--- src/rtl/regfile_wb_arbiter.sv ---
// Two-source round-robin arbiter with burst locking for the register-file write port.
// Optional lock watchdog enabled by defining REGARB_LOCK_TIMEOUT_EN.
module regfile_wb_arbiter #(
  parameter int DATA_W       = 32,
  parameter int ADDR_W       = 5,
  parameter int LOCK_TIMEOUT = 15
) (
  input  logic              clk,
  input  logic              rst,
  input  logic              s0_valid,
  output logic              s0_ready,
  input  logic [ADDR_W-1:0] s0_reg,
  input  logic [DATA_W-1:0] s0_data,
  input  logic              s0_last,
  input  logic              s1_valid,
  output logic              s1_ready,
  input  logic [ADDR_W-1:0] s1_reg,
  input  logic [DATA_W-1:0] s1_data,
  input  logic              s1_last,
  output logic              WE,
  output logic [ADDR_W-1:0] WriteReg,
  output logic [DATA_W-1:0] WriteData,
  output logic              grant_id,
  output logic              lock_abort
);

  typedef enum logic [1:0] {IDLE, LOCK0, LOCK1} state_t;

  state_t              state_q, state_d;
  logic                rr_ptr_q, rr_ptr_d;
  logic                we_q, we_d;
  logic [ADDR_W-1:0]   write_reg_q, write_reg_d;
  logic [DATA_W-1:0]   write_data_q, write_data_d;
  logic                grant_id_q, grant_id_d;
  logic                lock_abort_q, lock_abort_d;

  logic                acc_any;
  logic                acc_src;
  logic [ADDR_W-1:0]   acc_reg;
  logic [DATA_W-1:0]   acc_data;
  logic                acc_last;

`ifdef REGARB_LOCK_TIMEOUT_EN
  localparam int CNT_W = (LOCK_TIMEOUT < 2) ? 1 : $clog2(LOCK_TIMEOUT + 1);
  logic [CNT_W-1:0]    cnt_q, cnt_d;
`endif

  always_comb begin
    s0_ready = 1'b0;
    s1_ready = 1'b0;
    case (state_q)
      LOCK0:   s0_ready = s0_valid;
      LOCK1:   s1_ready = s1_valid;
      default: begin
        s0_ready = s0_valid && (!s1_valid || !rr_ptr_q);
        s1_ready = s1_valid && (!s0_valid || rr_ptr_q);
      end
    endcase
  end

  // At most one ready is ever high, so the accepted beat is a simple mux on source 1.
  assign acc_src  = s1_valid && s1_ready;
  assign acc_any  = (s0_valid && s0_ready) || acc_src;
  assign acc_reg  = acc_src ? s1_reg  : s0_reg;
  assign acc_data = acc_src ? s1_data : s0_data;
  assign acc_last = acc_src ? s1_last : s0_last;

  always_comb begin
    we_d         = 1'b0;
    write_reg_d  = write_reg_q;
    write_data_d = write_data_q;
    grant_id_d   = grant_id_q;
    state_d      = state_q;
    rr_ptr_d     = rr_ptr_q;
    lock_abort_d = 1'b0;
`ifdef REGARB_LOCK_TIMEOUT_EN
    cnt_d        = cnt_q;
`endif

    if (acc_any) begin
      // Register 0 is hardwired: the beat is consumed but never written.
      we_d         = |acc_reg;
      write_reg_d  = acc_reg;
      write_data_d = acc_data;
      grant_id_d   = acc_src;
      if (acc_last) begin
        state_d  = IDLE;
        rr_ptr_d = ~acc_src;
      end else if (state_q == IDLE) begin
        state_d = acc_src ? LOCK1 : LOCK0;
      end
    end

`ifdef REGARB_LOCK_TIMEOUT_EN
    if (acc_any) begin
      cnt_d = '0;
    end else if (state_q != IDLE) begin
      if (cnt_q == CNT_W'(LOCK_TIMEOUT - 1)) begin
        state_d      = IDLE;
        rr_ptr_d     = (state_q == LOCK0);
        lock_abort_d = 1'b1;
        cnt_d        = '0;
      end else begin
        cnt_d = cnt_q + CNT_W'(1);
      end
    end
`endif
  end

  always_ff @(posedge clk or posedge rst) begin
    if (rst) begin
      state_q      <= IDLE;
      rr_ptr_q     <= 1'b0;
      we_q         <= 1'b0;
      write_reg_q  <= '0;
      write_data_q <= '0;
      grant_id_q   <= 1'b0;
      lock_abort_q <= 1'b0;
    end else begin
      state_q      <= state_d;
      rr_ptr_q     <= rr_ptr_d;
      we_q         <= we_d;
      write_reg_q  <= write_reg_d;
      write_data_q <= write_data_d;
      grant_id_q   <= grant_id_d;
      lock_abort_q <= lock_abort_d;
    end
  end

`ifdef REGARB_LOCK_TIMEOUT_EN
  always_ff @(posedge clk or posedge rst) begin
    if (rst) begin
      cnt_q <= '0;
    end else begin
      cnt_q <= cnt_d;
    end
  end
`endif

  assign WE         = we_q;
  assign WriteReg   = write_reg_q;
  assign WriteData  = write_data_q;
  assign grant_id   = grant_id_q;
  assign lock_abort = lock_abort_q;

endmodule

--- config.mk ---
export PLATFORM = sky130hd
export DESIGN_NAME = regfile_wb_arbiter
export DESIGN_NICKNAME = d
export VERILOG_FILES = /design/src/rtl/regfile_wb_arbiter.sv
export SDC_FILE = /design/constraint.sdc
export NUM_CORES = 1
export LEC_CHECK = 0
export ABC_AREA = 1
export BUFFER_PORTS_ARGS = -buffer_cell sky130_fd_sc_hd__buf_4
export CAP_MARGIN = 20
export CORE_UTILIZATION = 39
export CTS_CLUSTER_SIZE = 24
export DETAILED_ROUTE_END_ITERATION = 10
export HOLD_SLACK_MARGIN = 0.05
export PLACE_DENSITY = 0.76
export RECOVER_POWER = 25
export SLEW_MARGIN = 20
export SYNTH_ARGS = -nofsm -noshare
export SYNTH_HDL_FRONTEND = slang
export SYNTH_SLANG_ARGS = --single-unit
--- constraint.sdc ---
create_clock -name clk -period 1.65 [get_ports clk]
set_input_delay 0.495 -clock clk [delete_from_list [all_inputs] [get_ports clk]]
set_output_delay 0.495 -clock clk [all_outputs]
set_load 0.02 [all_outputs]
==> summary.md <==
| Metric | Value |
|---|---|
| GRT Util Overall | 25.2% |
| CP Launch Type | register |
| Placed cell area | 3150 um^2 |
| Clk_skew | 3.79 ps |
| Synth Register Bits | 42 |
| Initial antenna violation count | 0 |
| Routability cong. | 0.842 |
| Final period util | 117% |
| Sink Count | 42 |
| TritonCTS clock tree | done |
| Routed via count | 2327 |
| Seq pwr share | 25.0% |
| TritonCTS buffer count | 5 |
| Logic pwr share | 65.5% |
| Fin nets | 483 |
| Fin. max-slew vios | 0 |
| ANT nets after route | 0 |
| DRC viols | 0 |
| Outcome | finished, violations left |
| Max IR drop VDD | 1.28 mV |
| Layout cell share with drive strength beyond 1 | 50.9% |
| Cell variety after synth | 21 |
| Die H | 74.7 um |
| Clock-pin slew on the worst setup and hold paths | 80 ps |
| DRT iter0 DRCs | 115 |
| Synthesized netlist cell count | 251 |
| Period minus WS final | 1930 ps |
| Slew at the pin closest to its max-slew limit | 1070 ps |
| Htree depth | 2 |
| Worst Hold Launch | s1_data[25] |
| Vias in the first global route | 2285 |
| Yosys warns | 0 |
| Pint | 0.00430 W |
| Crit. End Element | output port |
| Origin of the worst setup path | state_q[1] |
| Global-route wire length before repair | 10400 um |
| Area Growth Syn to Fin | 79.9% |
| Largest net degree at the start of global routing | 43 |
| Starting Density | 40.4% |
| Setup TNS | -6480 ps |
| Die area | 5580 um^2 |
| Critical path type | register to output port |
| TritonRoute pass-1 iters | 4 |
| # diodes | 0 |
| Root Driver | clkbuf_8 |
| Setup WS post-layout | -282 ps |
| Hold crit path type | input port to register |
| RSZ-0062 raised after global routing | true |
| Floorplan core area | 5110 um^2 |
| Required time of the critical path | 1150 ps |
| Seq/Total Area, Yosys | 51.0% |
| Slew margin rel. | 28.8% |
| Sw Pwr | 0.00308 W |
| Synthesized netlist net count | 334 |
| Dpl ws | -53.4 ps |
| Rows | 26 |
| WP data arrival | 1440 ps |
| Final setup viols | 43 |
| IO Count | 122 |
| Die W | 74.7 um |
| Mapped cell area | 2060 um^2 |
| DR vias/cell | 4.94 |
| Avg WL per Cell | 14.4 um |
| Hold Vio Cnt, Final | 0 |
| Fin area | 3710 um^2 |
| RR Startpoint | state_q[1] |
| Post-CTS Hold Buffers | 0 |
| Dpl hpwl | 4350 um |
| Leak pwr | 1.85 nW |
| Maxcap violations | 0 |
| Port-buffer cells | 120 |
| Clock power share | 9.5% |
| F_max | 518 MHz |
| Syn avg cell area | 8.22 um^2 |
| Failing checks | negative setup slack |
| Clk_lat worst skew | 300 ps |
| DRT Wirelength | 6800 um |
| Switch share | 41.8% |
| Total power per unit cell area | 1990 nW/um^2 |
| Remaining Overflow, GRT | 0 |
| CTS max path bufs | 2 |
| Max Fanout on Critical Path | 4 |
## logic make-up after synthesis
logic type               synth area share [%]
flip-flops                               51.0
adder cells (fa/ha/maj)                  1.82
AND/OR/NAND/NOR                          21.7
other                                   0.182
buffers and inverters                    7.10
AO/OA/AOI/OAI                            18.2
## area by class of cell
cell class | instances | area [um^2]
Multi-Input combinational cell | 184 | 993
Sequential cell | 42 | 1050
Fill cell | 378 | 1400
Inverter | 10 | 52.6
Timing Repair Buffer | 157 | 1430
Clock buffer | 7 | 86.3
Tap cell | 70 | 87.6
Clock inverter | 1 | 5.00
## worst max-delay path, cell delays in order (launching register included)
cell	delay [ps]
dfrtp_1	380
inv_2	60
ha_4	280
inv_6	40
o211ai_2	180
inv_2	70
buf_6	130
## layout by cell type (no fill, tap or decap), types with 2 or more instances in the layout
| cell | count |
|---|---|
| inv_2 | 3 |
| buf_4 | 132 |
| inv_1 | 4 |
| buf_6 | 9 |
| clkbuf_8 | 6 |
| buf_8 | 3 |
| nand2_1 | 53 |
| a31oi_1 | 4 |
| nand3_1 | 8 |
| buf_12 | 4 |
| o21ai_2 | 19 |
| nand2_2 | 3 |
| o21ai_1 | 39 |
| dfrtp_1 | 42 |
| o21ai_0 | 7 |
| nor2_1 | 35 |
| buf_16 | 5 |
| bufbuf_16 | 2 |
| nor2_2 | 5 |
## routing by layer
layer | up-vias | share of wire, % | track usage [%]
li1 | 1129 | - | -
met1 | 1092 | 40 | 27.8
met2 | 92 | 53 | 48.1
met3 | 14 | 5.2 | 5.22
met4 | 0 | 1.6 | 7.76
met5 | - | 0 | 0
## metrics by stage
stage	cells	utilization, %	hold slack (ps)	total power [W]
after global routing	471	72.6	447	0.00786
after global placement	448	61.6	470	0.00531
after CTS	471	72.4	226	0.00733
after floorplan	251	-	475	0.00387
after detailed placement	448	61.6	468	0.00539
final	471	72.6	444	0.00738
## cell usage after synthesis (all sizes together)
cell / n / area (um^2)
conb: 1 / 3.75
o211ai: 2 / 25.0
dfrtp: 42 / 1050
nor2: 40 / 150
nand4: 1 / 6.26
clkbuf: 1 / 5.00
a31oi: 4 / 25.0
or2: 1 / 6.26
buf: 14 / 104
nand2: 58 / 235
o21ai: 65 / 325
inv: 10 / 37.5
nand3: 9 / 50.1
ha: 3 / 37.5
## final timing paths
kind                       slack [ps]  cells past startpoint             to
max in group asynchronous         460                      3  WriteData[15]
hold reg to reg                   500                      2       grant_id
hold / removal                    440                      3  WriteData[25]
min in group asynchronous         540                      3  WriteData[25]
setup reg to reg                 -210                     12   WriteData[3]
setup / recovery                 -280                      6       s0_ready
## repair_timing
| action | in CTS | in global routing |
|---|---|---|
| setup buffers | 8 | 0 |
| gates resized for setup | 72 | 14 |
| pin swaps | 19 | 23 |
| setup endpoints to repair | 35 | 44 |
| cloned | 7 | 0 |
## flip-flops by register name, indices dropped and copies added (netlist names)
signal,flops
WE,1
WriteReg,5
grant_id,1
state_q,2
rr_ptr_q,1
WriteData,32
## power by group through the flow
stage	sequential, W	clock, W	combinational [W]
2_1_floorplan	0.00243	0	0.00144
3_3_place_gp	0.00183	0	0.00347
3_5_place_dp	0.00185	0	0.00354
4_1_cts	0.00184	0.000713	0.00477
5_1_grt	0.00191	0.000760	0.00519
6_report	0.00185	0.000701	0.00483
Power figures use the tool's default switching activity.
